<file path="src/rtl/xbar_slave_mem.sv">
// rtl/xbar_slave_mem.sv - crossbar target memory with wait states and range check (optional byte enables: XBAR_SLAVE_MEM_BE_EN)
module xbar_slave_mem #(
    parameter int          DATA_W      = 32,
    parameter int          ADDR_W      = 31,
    parameter int          DEPTH       = 16,
    parameter int          WAIT_STATES = 0,
    parameter logic [31:0] ERR_DATA    = 32'hDEADBEEF
) (
    input  logic                clk,
    input  logic                rst,
    input  logic                req,
    input  logic                cmd,
    input  logic [ADDR_W-1:0]   addr,
    input  logic [DATA_W-1:0]   wdata,
`ifdef XBAR_SLAVE_MEM_BE_EN
    input  logic [DATA_W/8-1:0] be,
`endif
    output logic                ack,
    output logic                err,
    output logic [DATA_W-1:0]   rdata,
    output logic                busy
);

    localparam int IDX_W = (DEPTH > 1) ? $clog2(DEPTH) : 1;
    localparam logic [DATA_W-1:0] ERR_WORD = DATA_W'(ERR_DATA);

    localparam logic [1:0] ST_IDLE = 2'd0;
    localparam logic [1:0] ST_WAIT = 2'd1;
    localparam logic [1:0] ST_ACK  = 2'd2;

    logic [DATA_W-1:0] mem [DEPTH];

    logic [1:0]        state;
    logic [7:0]        cnt;
    logic              cmd_q;
    logic [ADDR_W-1:0] addr_q;
    logic [DATA_W-1:0] wdata_q;

    logic              acc_fire;
    logic              acc_cmd;
    logic [ADDR_W-1:0] acc_addr;
    logic [DATA_W-1:0] acc_wdata;
    logic              in_range;
    logic [IDX_W-1:0]  idx;

`ifdef XBAR_SLAVE_MEM_BE_EN
    logic [DATA_W/8-1:0] be_q;
    logic [DATA_W/8-1:0] acc_be;
`endif

    // With zero wait states the access happens on the request edge, so the
    // access operands come straight from the bus in IDLE and from the
    // latched copies otherwise.
    always_comb begin
        acc_cmd   = cmd_q;
        acc_addr  = addr_q;
        acc_wdata = wdata_q;
`ifdef XBAR_SLAVE_MEM_BE_EN
        acc_be    = be_q;
`endif
        if (state == ST_IDLE) begin
            acc_cmd   = cmd;
            acc_addr  = addr;
            acc_wdata = wdata;
`ifdef XBAR_SLAVE_MEM_BE_EN
            acc_be    = be;
`endif
        end
    end

    assign acc_fire = ((state == ST_IDLE) && req && (WAIT_STATES == 0)) ||
                      ((state == ST_WAIT) && (cnt == 8'd0));
    // Full-width compare so high address bits never alias into the array.
    assign in_range = 64'(acc_addr) < 64'(DEPTH);
    assign idx      = acc_addr[IDX_W-1:0];
    assign busy     = (state != ST_IDLE);

    // Request sequencing, wait countdown and response registers.
    always_ff @(posedge clk) begin
        if (rst) begin
            state <= ST_IDLE;
            cnt   <= 8'd0;
            ack   <= 1'b0;
            err   <= 1'b0;
            rdata <= '0;
        end else begin
            ack <= acc_fire;
            err <= acc_fire && !in_range;
            if (acc_fire && !acc_cmd) begin
                rdata <= in_range ? mem[idx] : ERR_WORD;
            end
            case (state)
                ST_IDLE: begin
                    if (req) begin
                        cmd_q   <= cmd;
                        addr_q  <= addr;
                        wdata_q <= wdata;
`ifdef XBAR_SLAVE_MEM_BE_EN
                        be_q    <= be;
`endif
                        if (WAIT_STATES == 0) begin
                            state <= ST_ACK;
                        end else begin
                            cnt   <= 8'(WAIT_STATES - 1);
                            state <= ST_WAIT;
                        end
                    end
                end
                ST_WAIT: begin
                    if (cnt == 8'd0) begin
                        state <= ST_ACK;
                    end else begin
                        cnt <= cnt - 8'd1;
                    end
                end
                ST_ACK:  state <= ST_IDLE;
                default: state <= ST_IDLE;
            endcase
        end
    end

    // Storage write port; contents survive reset, and a reset edge cancels
    // any access that would otherwise land on it.
    always_ff @(posedge clk) begin
        if (!rst && acc_fire && acc_cmd && in_range) begin
`ifdef XBAR_SLAVE_MEM_BE_EN
            for (int i = 0; i < DATA_W / 8; i++) begin
                if (acc_be[i]) begin
                    mem[idx][i*8 +: 8] <= acc_wdata[i*8 +: 8];
                end
            end
`else
            mem[idx] <= acc_wdata;
`endif
        end
    end

endmodule
</file>
<file path="config.mk">
export PLATFORM = sky130hd
export DESIGN_NAME = xbar_slave_mem
export DESIGN_NICKNAME = d
export VERILOG_FILES = /design/src/rtl/xbar_slave_mem.sv
export SDC_FILE = /design/constraint.sdc
export NUM_CORES = 1
export LEC_CHECK = 0
export ABC_AREA = 1
export ABC_CLOCK_PERIOD_IN_PS = 7170
export CORE_MARGIN = 2
export CORE_UTILIZATION = 45
export DETAILED_ROUTE_END_ITERATION = 8
export GPL_TIMING_DRIVEN = 0
export SYNTH_ARGS = -nofsm -noshare
export SYNTH_HDL_FRONTEND = slang
export SYNTH_SLANG_ARGS = --single-unit
export TNS_END_PERCENT = 30
</file>
<file path="constraint.sdc">
create_clock -name clk -period 7.17 [get_ports clk]
set_input_delay 1.434 -clock clk [delete_from_list [all_inputs] [get_ports clk]]
set_output_delay 1.434 -clock clk [all_outputs]
set_load 0.1 [all_outputs]
</file>
# Yosys cells after proc, flatten, opt, wreduce, memory -nomap -nowiden
# Memories as Yosys holds them, arrays and structs flattened.
# Cells that the tools add are included.
[totals] ff_bits=108 ram_bits=512 output_inout_bits=35 mem_count=1
[memory_table] name="mem" words=16 word_bits=32 rd=1 rd_ports_with_merged_regs=0 write_ports=1 line_no="31" text="logic [DATA_W-1:0] mem [DEPTH];"
[classes] add_sub_neg=1 order_cmp=1 eq_ne=3 mux=9 bitwise=2 n_reduce_logical=17
[op_table] cell="2-to-1 mux 32 bit" n=2
[op_table] cell="less-than comparator 31 x 5 -> 1 bit, second input constant" n=1
[op_table] cell="2-to-1 mux 31 bit" n=1
[op_table] cell="zero test 8 bit" n=1
[op_table] cell="subtractor 8 x 1 -> 8 bit, second input constant" n=1
[op_table] cell="logical AND 1 bit" n=7
[op_table] cell="2-to-1 mux 2 bit" n=2
[op_table] cell="one-hot mux 2 bit (2 select lines)" n=1
[op_table] cell="AND reduction 2 bit" n=2
[op_table] cell="zero test 1 bit" n=3
[op_table] cell="2-to-1 mux 1 bit" n=3
[op_table] cell="AND reduction 3 bit" n=1
[op_table] cell="equality test 2 x 1 -> 1 bit, second input constant" n=1
[op_table] cell="zero test 2 bit" n=1
[op_table] cell="inequality test 2 x 1 -> 1 bit, second input constant" n=1
[op_table] cell="inequality test 2 bit, second input constant" n=1
[op_table] cell="inverter 1 bit" n=2
[op_table] cell="nonzero test 2 bit" n=1
[op_table] cell="logical OR 1 bit" n=1

# Logic depth before layout (Yosys ltp)
# Gate-level depths: netlist (run 1).
[depth] word_depth=8 mapped_depth=14

# Worst setup path after synthesis (run 1)
# No wires, ideal clock.
[synth_path] path_kind="input to register" startpoint="in req" endpoint="mem mem[0][0], enable pin" setup_time_ps=421 arrival_ps=6384 path_slack_ps=365 path_stages=6 path_buffers=0 cell_sequence="nand2_1 -> nor2_1 -> o21ai_0 -> nor2_1 -> nand2_1 -> nor2_1"
[synth_between] elab_chain_cells=7
[synth_rtl] element="start, declared" line_no="11" text="input logic req,"
[synth_rtl] element="logical AND 1 bit" line_no="71" text="assign acc_fire = ((state == ST_IDLE) && req && (WAIT_STATES == 0)) ||"
[synth_rtl] element="logical OR 1 bit" line_no="71"
[synth_rtl] element="logical AND 1 bit (3 in a row)" line_no="125" text="if (!rst && acc_fire && acc_cmd && in_range) begin"
[synth_rtl] element="2-to-1 mux 1 bit" line_no="125"
[synth_rtl] element="2-to-1 mux 1 bit (implied by the code)" line_no="133" text="mem[idx] <= acc_wdata;"
[synth_rtl] element="end, declared" line_no="31"
# No other way between the ends.

# Final worst setup path (run 1)
[layout_path] startpoint="in req" endpoint="mem mem[8][22], enable pin"
# Same word-level chain as after synthesis.

==> summary.txt, run 1 <==
outcome: finished clean
Yosys top cell area share: 69.62%
Max Cap Violations: 0
HPWL after DPL: 44570 um
Syn Area/Cell: 10.85 um^2
Buf/Inv on CP: 2
Synth Flop Type: edfxtp_1
post-synthesis register bit count: 610
Max VDD drop: 0.1551 mV
Leak: 0.01160 uW
ant diodes: 0
Vias/cell: 5.267
gpl congestion: 0.8356
Critical Path Source: req
Least-Margin Pin Slew: 1002 ps
dpl cell area: 27230 um^2
Startpoint Class: input pin
Slowest-stage cell, CP: nor2_4
IO buf count: 101
DIE AREA: 57000 um^2
CTS Sinks: 610
total grt overflow: 0
Period Utilization, post-route: 61.99%
pin count of the biggest net entering global routing: 33
Area Growth Syn to Fin: 18.01%
final hold viol count: 0
Finish-stage setup viols: 0
kind of critical path: in2reg
HP Start: rdata[20]
launch point of the worst reg-to-reg path: state[1]
post-synthesis sequential area ratio: 72.45%
CP Capture Type: flop
Min-Delay Endpoint: rdata[20]
vias in the first global route: 16.11k
first-pass GRT wire length: 102100 um
post-route minimum period: 4444 ps
GR Util All Layers: 24.71%
Num CTS Buffers: 67
num rows: 86
CP max stage delay: 860 ps
Worst-path clk slew: 50 ps
Post-synth top cells: nand2_1, edfxtp_1, nand3_1
Syn. warnings: 0
Pre-antenna DRT Iters: 6
NumNets Final: 2540
clock root buffer: clkbuf_16
Synth area leaders: edfxtp_1, nand2_1, dfxtp_1
R2R setup slack: 3310 ps
Post-Syn Nets: 2352
clock buffer depth: 3
fillers: 4652
via count: 17.00k
PwrDens: 271.7 nW/um^2
design area: 29270 um^2
most frequent cell after synthesis: nand2_1
Hold-fix buffers, CTS: 0
TNS Setup: 0 ps
Pwr Total: 7951 uW
Critical Path RT: 7460 ps
Slew headroom: 33.02%
CORE AREA: 54770 um^2
most area-hungry cell type in the Yosys netlist: edfxtp_1
crit-path max FO: 20
DR WL/cell: 21.53 um
RSZ-0062 raised after global routing: false
Slew Viols, Final: 0
Min-Delay Path Class: reg2reg
FMAX: 225.0 MHz
Yosys cell types: 28
WL final: 69490 um
Post-synth EDFFs: 575
DRT iter0 DRCs: 2034
R2R cell count: 10
layout cells sized above 1: 7.369%
delay-heaviest family, CP: simple AND/OR/NAND/NOR gates
DRC violations left: 0
Clock Latency Late Sink: 600 ps
Final Skew: 21.01 ps
CTS H-tree depth: 3
postcts setup bufs: 0
io pins: 102
hold depth: 2
mapped cell area: 24800 um^2
TritonCTS clock tree: yes
floorplan die width: 238.8 um
chip height: 238.8 um
Cells after Synth: 2285
initial antenna violation count: 2
# resized after CTS: 0
antenna viol nets, final: 0
capturing point of the worst reg2reg path: mem[8][22]
Starting Density: 45.28%
Synth async-reset ratio: 0%
worst path cell trace: clkdlybuf4s50_1, nand2_1, nor2_4, o21ai_0, nor2_1, nand2_1, nor2_4, buf_16
WP data arrival: 4730 ps
## flip-flops by register name (all words and copies together), names as in the netlist
name     count
err          1
wdata_q     32
mem        512
ack          1
rdata       32
state        1
addr_q      31
## where the power goes
group          internal, uW  switching (uW)
combinational           187             549
sequential             3950            9.31
clock                  1890            1360
total                  6030            1920
## metal layers
layer  global-route usage, %  vias to the layer above  share of wire, %
met4                   9.621                        2               3.2
met2                   38.14                      803                45
met1                   34.81                     8160                42
met5                       0                        -             0.017
met3                   4.642                      127               9.6
li1                        -                     7911                 -
## placed cells by master (no fill, tap or decap), drive strengths merged, types with 16 or more instances in the layout
| cell | Yosys | routed |
|---|---|---|
| edfxtp | 575 | 575 |
| a21oi | 32 | 32 |
| o21ai | 27 | 27 |
| nand3 | 130 | 130 |
| dfxtp | 35 | 35 |
| buf | 67 | 85 |
| inv | 123 | 124 |
| nor2 | 88 | 88 |
| clkinv | 0 | 20 |
| clkbuf | 36 | 133 |
| nand2 | 1148 | 1148 |
| nand3b | 16 | 16 |
| clkdlybuf4s50 | 0 | 101 |
## layout make-up
type	count	area, um^2	area share, %
sequential	610	17970	61.39
clock buffer	97	1884	6.439
multi-input combinational	1449	5982	20.44
tap	704	880.8	3.010
timing repair buffer	119	1424	4.865
inverter	123	466.7	1.595
buffer	103	511.7	1.749
clock inverter	23	148.9	0.5088
## stage by stage
stage          setup WS, ps  std cells  util (%)  hold WS (ps)
2_1_floorplan         364.7       2285         -         610.5
3_3_place_gp          -4349       3090     48.73         454.0
3_5_place_dp           2138       3108     49.72         454.9
4_1_cts                2761       3228     53.43         463.4
5_1_grt                2643       3228     53.43         491.5
6_report               2726       3228     53.43         461.7
## worst max-delay path by stage
| stage | end | slack, ps | depth (start not counted) |
|---|---|---|---|
| 2_1_floorplan | mem[0][0] | 360 | 6 |
| 5_1_grt | mem[8][22] | 2640 | 8 |
| 4_1_cts | mem[8][22] | 2760 | 8 |
| 3_5_place_dp | mem[8][22] | 2140 | 7 |
| 6_report | mem[8][22] | 2730 | 8 |
| 3_3_place_gp | mem[9][22] | -4350 | 6 |
## kinds of logic after synthesis
group / Yosys count / share of synthesized area [%]
DFF: 610 / 72.45
AOI/OAI and AO/OA: 60 / 1.281
and+or+nand+nor: 1389 / 22.32
buffers and inverters: 226 / 3.945
## tightest hold or removal path, cell delays in order, from the launching register on
cell and delay, ps:
dfxtp_1 300, nand2_1 60, a21oi_1 50
Power figures use the tool's default switching activity.
==> run 2, diff against run 1 <==
--- a/config.mk
+++ b/config.mk
@@ -6,7 +6,7 @@
 export NUM_CORES = 1
 export LEC_CHECK = 0
 export ABC_AREA = 1
-export ABC_CLOCK_PERIOD_IN_PS = 7170
+export ABC_CLOCK_PERIOD_IN_PS = 3650
 export CORE_MARGIN = 2
 export CORE_UTILIZATION = 45
 export DETAILED_ROUTE_END_ITERATION = 8
==> constraint.sdc (replaced) <==
create_clock -name clk -period 3.65 [get_ports clk]
set_input_delay 0.73 -clock clk [delete_from_list [all_inputs] [get_ports clk]]
set_output_delay 0.73 -clock clk [all_outputs]
set_load 0.1 [all_outputs]
==> run 2 against run 1 <==
  * The run now ends with negative setup slack left
  * Hold slack improved by 0.91 ps
  * Clock power up 100%
  * First-iteration DRC count shrank 12%
  * Sequential power grew 96%
  * Combinational power rose by 97%
  * Worst setup slack worse by 2700 ps
==> summary.txt, run 2 (synthesis results as in run 1) <==
Num CTS Buffers: 61
CP Capture Type: flop
Period Utilization, post-route: 100.3%
gpl congestion: 0.8386
total grt overflow: 0
Leak: 0.01160 uW
PwrDens: 543.3 nW/um^2
initial antenna violation count: 0
DIE AREA: 57000 um^2
R2R cell count: 7
Hold WS: 462.6 ps
placed insts: 3097
Clock Latency Late Sink: 640 ps
hold depth: 2
Area Growth Syn to Fin: 17.89%
HP Start: rdata[4]
HPWL after DPL: 42530 um
CORE AREA: 54770 um^2
NumNets Final: 2528
ant diodes: 0
Critical Path RT: 3870 ps
Finish-stage setup viols: 11
Slew headroom: 2.328%
violated checks: negative setup slack
outcome: complete, but fails checks
clock root buffer: clkbuf_16
DRT iter0 DRCs: 1792
GR Util All Layers: 24.51%
via count: 16.92k
Util after Layout: 53.38%
CTS Sinks: 610
post-route minimum period: 3659 ps
TNS Setup: -45.75 ps
commonest non-fill, non-tap cell in the layout: nand2_1
fillers: 4696
layout cells sized above 1: 7.879%
Max VDD drop: 0.3758 mV
post-route insts no fill: 3217
first-pass GRT wire length: 102200 um
Startpoint Class: input pin
floorplan die width: 238.8 um
chip height: 238.8 um
Starting Density: 45.28%
multi-input logic area: 5992 um^2
num rows: 86
RSZ-0062 raised after global routing: true
WL final: 68900 um
antenna viol nets, final: 0
final hold viol count: 0
FMAX: 273.3 MHz
Vias/cell: 5.260
pin count of the biggest net entering global routing: 38
Min-Delay Endpoint: rdata[4]
commonest cells after routing, fill and taps aside: nand2_1, edfxtp_1, nand3_1, inv_1, clkdlybuf4s50_1
CTS H-tree depth: 2
vias in the first global route: 16.35k
FF+latch area: 17970 um^2
final worst setup slack: -9.338 ps
clock buffer depth: 3
top flop regs: mem x512, rdata x32, wdata_q x32
crit-path max FO: 32
IO buf count: 101
Hold-fix buffers, CTS: 0
Least-Margin Pin Slew: 1462 ps
io pins: 102
Min-Delay Path Class: reg2reg
launch point of the worst reg-to-reg path: state[1]
TritonCTS clock tree: yes
DR WL/cell: 21.42 um
Biggest register: mem
capturing point of the worst reg2reg path: mem[11][24]
R2R setup slack: 90 ps
WP data arrival: 3880 ps
kind of critical path: in2reg
Slew Viols, Final: 0
max reg flops: 512
DRC violations left: 0
postcts setup bufs: 0
Worst-path clk slew: 60 ps
Final Skew: 29.78 ps
Pwr Total: 15890 uW
Max Cap Violations: 0
Pre-antenna DRT Iters: 5
-- run 2: cell types whose count changed in the layout (fill, tap and decap cells not counted), moves of 2 or more --
| cell | before | now |
|---|---|---|
| clkbuf_16 | 71 | 61 |
| buf_12 | 11 | 9 |
| clkinv_1 | 16 | 4 |
| clkinv_2 | 4 | 9 |
| clkbuf_8 | 1 | 11 |
| clkbuf_4 | 0 | 3 |
| clkbuf_1 | 61 | 53 |
| buf_16 | 7 | 3 |
| buf_2 | 34 | 30 |
| bufinv_16 | 2 | 10 |
-- run 2: worst max path at each step --
stage	from	endpoint	slack [ps]	cells past startpoint
3_5_place_dp	req	mem[3][22]	-830	7
2_1_floorplan	state[1]	mem[0][0]	-70	9
4_1_cts	state[1]	mem[3][19]	-200	9
3_3_place_gp	req	mem[0][22]	-2170	7
6_report	addr[0]	mem[11][24]	-9	9
5_1_grt	state[1]	mem[4][13]	-80	9
-- run 2: cell type report --
class	count	area share, %
Inverter	123	1.596
Clock inverter	26	1.331
Timing Repair Buffer	113	4.356
Buffer	103	1.797
Clock buffer	89	5.957
Tap cell	704	3.013
Sequential cell	610	61.46
Multi-Input combinational cell	1449	20.49
-- run 2: repair_timing --
action,CTS,global route
setup endpoints to repair,385,207
cloned,0,0
gates resized for setup,2,7
hold endpoints to repair,0,0
pin swaps,2,5
-- run 2: report_power, final --
| part | leakage (uW) | total (uW) | internal, uW | switching, uW |
|---|---|---|---|---|
| Combinational | 0.00507 | 1450 | 368 | 1080 |
| Sequential | 0.00549 | 7780 | 7760 | 18.7 |
| Clock | 0.00105 | 6650 | 4010 | 2650 |
| Total | 0.0116 | 15900 | 12100 | 3750 |
-- run 2: critical path: stages --
cell and delay, ps:
clkdlybuf4s50_1 530, inv_1 90, nand2_4 130, nand2_2 140, nor2_4 370, buf_6 220
clkbuf_4 280, inv_1 210, nor2_4 1150
-- run 2: stage by stage --
step	setup slack [ps]	area, um^2
2_1_floorplan	-65.12	24930
3_3_place_gp	-2173	26820
3_5_place_dp	-827.3	26970
4_1_cts	-202.1	29100
5_1_grt	-79.57	29240
6_report	-9.338	29240
-- run 2: layer usage --
metal,global-route usage (%),part of all wire [%],wire length (um)
met5,0,0,0
met4,9.602,3.6,2479
met3,4.053,8.1,5555
met2,37.55,45,31100
met1,35.13,43,29770
==> run 3, diff against run 2 <==
--- a/config.mk
+++ b/config.mk
@@ -11,6 +11,8 @@
 export CORE_UTILIZATION = 45
 export DETAILED_ROUTE_END_ITERATION = 8
 export GPL_TIMING_DRIVEN = 0
+export PLACE_DENSITY = 0.67
+export SLEW_MARGIN = 20
 export SYNTH_ARGS = -nofsm -noshare
 export SYNTH_HDL_FRONTEND = slang
 export SYNTH_SLANG_ARGS = --single-unit
==> run 3 against run 2 <==
  * Non-clock buffer count increased by 28
  * Critical path type is now reg2reg
  * Utilization is 0.76 points higher
  * Clock skew shrank 2.7 ps
  * The run now ends clean
  * Clock power is 5.4% lower
  * Critical path depth grew 2
  * Register-to-register slack about the same
  * Cell count increased by 0.62%
==> summary.txt, run 3 (synthesis results as in run 1) <==
Least-Margin Pin Slew: 1160 ps
NumNets Final: 2554
DRC violations left: 0
final hold viol count: 0
Slew headroom: 22.70%
CORE AREA: 54770 um^2
Max Cap Violations: 0
clock root buffer: clkbuf_16
FMAX: 281.7 MHz
clock buffer depth: 3
crit-path max FO: 14
WP data arrival: 3870 ps
Worst-path clk slew: 60 ps
DR WL/cell: 20.82 um
CP Capture Type: flop
Finish-stage setup viols: 0
dpl cell area: 27520 um^2
kind of critical path: reg2reg
total grt overflow: 0
TNS Setup: 0 ps
TritonCTS clock tree: yes
met2 wire len: 31180 um
first-pass GRT wire length: 99780 um
Pre-antenna DRT Iters: 5
DRT iter0 DRCs: 2004
fillers: 4508
floorplan die width: 238.8 um
top sig layer: met4
Startpoint Class: flop
Area Growth Syn to Fin: 19.57%
num rows: 86
Critical Path RT: 3970 ps
Clock Latency Late Sink: 630 ps
commonest non-fill, non-tap cell in the layout: nand2_1
Hold-fix buffers, CTS: 0
ant diodes: 0
Pwr Total: 15490 uW
chip height: 238.8 um
Slew Viols, Final: 0
Starting Density: 45.28%
IO buf count: 101
Period Utilization, post-route: 97.25%
Num CTS Buffers: 58
DIE AREA: 57000 um^2
layout cells sized above 1: 8.764%
CTS H-tree depth: 2
post-route minimum period: 3549 ps
Biggest register: mem
metal3 WL: 6576 um
Vias/cell: 5.284
Final Skew: 27.07 ps
max reg flops: 512
outcome: finished clean
Max VDD drop: 0.3571 mV
RSZ-0062 raised after global routing: false
HPWL after DPL: 44100 um
vias in the first global route: 16.24k
commonest cells after routing, fill and taps aside: nand2_1, edfxtp_1, nand3_1, inv_1, clkdlybuf4s50_1
GR Util All Layers: 23.79%
PwrDens: 522.6 nW/um^2
Min-Delay Path Class: reg2reg
via count: 17.10k
CTS Sinks: 610
Leak: 0.01177 uW
met1 wire length: 27150 um
top flop regs: mem x512, rdata x32, wdata_q x32
design area: 29650 um^2
initial antenna violation count: 0
io pins: 102
WL final: 67390 um
antenna viol nets, final: 0
pin count of the biggest net entering global routing: 29
gpl congestion: 0.8434
run 3: per-stage QoR:
stage / hold slack [ps] / setup slack [ps] / std cells / utilization (%)
after detailed placement: 458.7 / -838.6 / 3117 / 50.24
after CTS: 464.8 / 163.1 / 3237 / 54.14
after global routing: 494.2 / 4.037 / 3237 / 54.14
after floorplan: 610.5 / -65.12 / 2285 / -
after global placement: 454.9 / -2075 / 3090 / 48.97
final: 464.8 / 100.5 / 3237 / 54.14
run 3: repair_timing:
item	in CTS	in global routing
buffers inserted	13	0
gates resized for setup	1	0
endpoints found under the setup margin	446	0
run 3: area by class of cell:
type                       instances  area (um^2)  area share (%)
buffer                           103        511.7           1.726
clock buffer                      72         1585           5.346
clock inverter                    34        404.1           1.363
inverter                         123        466.7           1.574
multi-input combinational       1450         5991           20.20
sequential                       610        17970           60.60
tap                              704        880.8           2.971
timing repair buffer             141         1844           6.220
run 3: path summary, 6_finish.rpt:
path | from | cells after the start | slack (ps) | endpoint
min reg2reg | rdata[14] | 2 | 460 | rdata[14]
min | rdata[14] | 2 | 460 | rdata[14]
max reg2reg | state[1] | 11 | 100 | mem[2][24]
max | state[1] | 11 | 100 | mem[2][24]
run 3: per-layer routing:
layer  track usage (%)  vias up
met5                 0        -
met4             9.167        0
met2             38.02      889
met1             32.78     8130
li1                  -     7933
met3             3.926      152
run 3: power breakdown:
group	switching [uW]	internal [uW]	leakage, uW
combinational	1060	366	0.00532
clock	2580	3700	0.000964
sequential	18.9	7760	0.00549
run 3: critical path, stage by stage, from the launching register on:
cell and delay (ps):
dfxtp_2 320, buf_4 160, inv_4 80, buf_6 160
nand2_1 230, nor2_4 480, o21ai_0 250, nor2_2 400
nand2_1 340, nor2_4 430, buf_16 230, buf_16 180
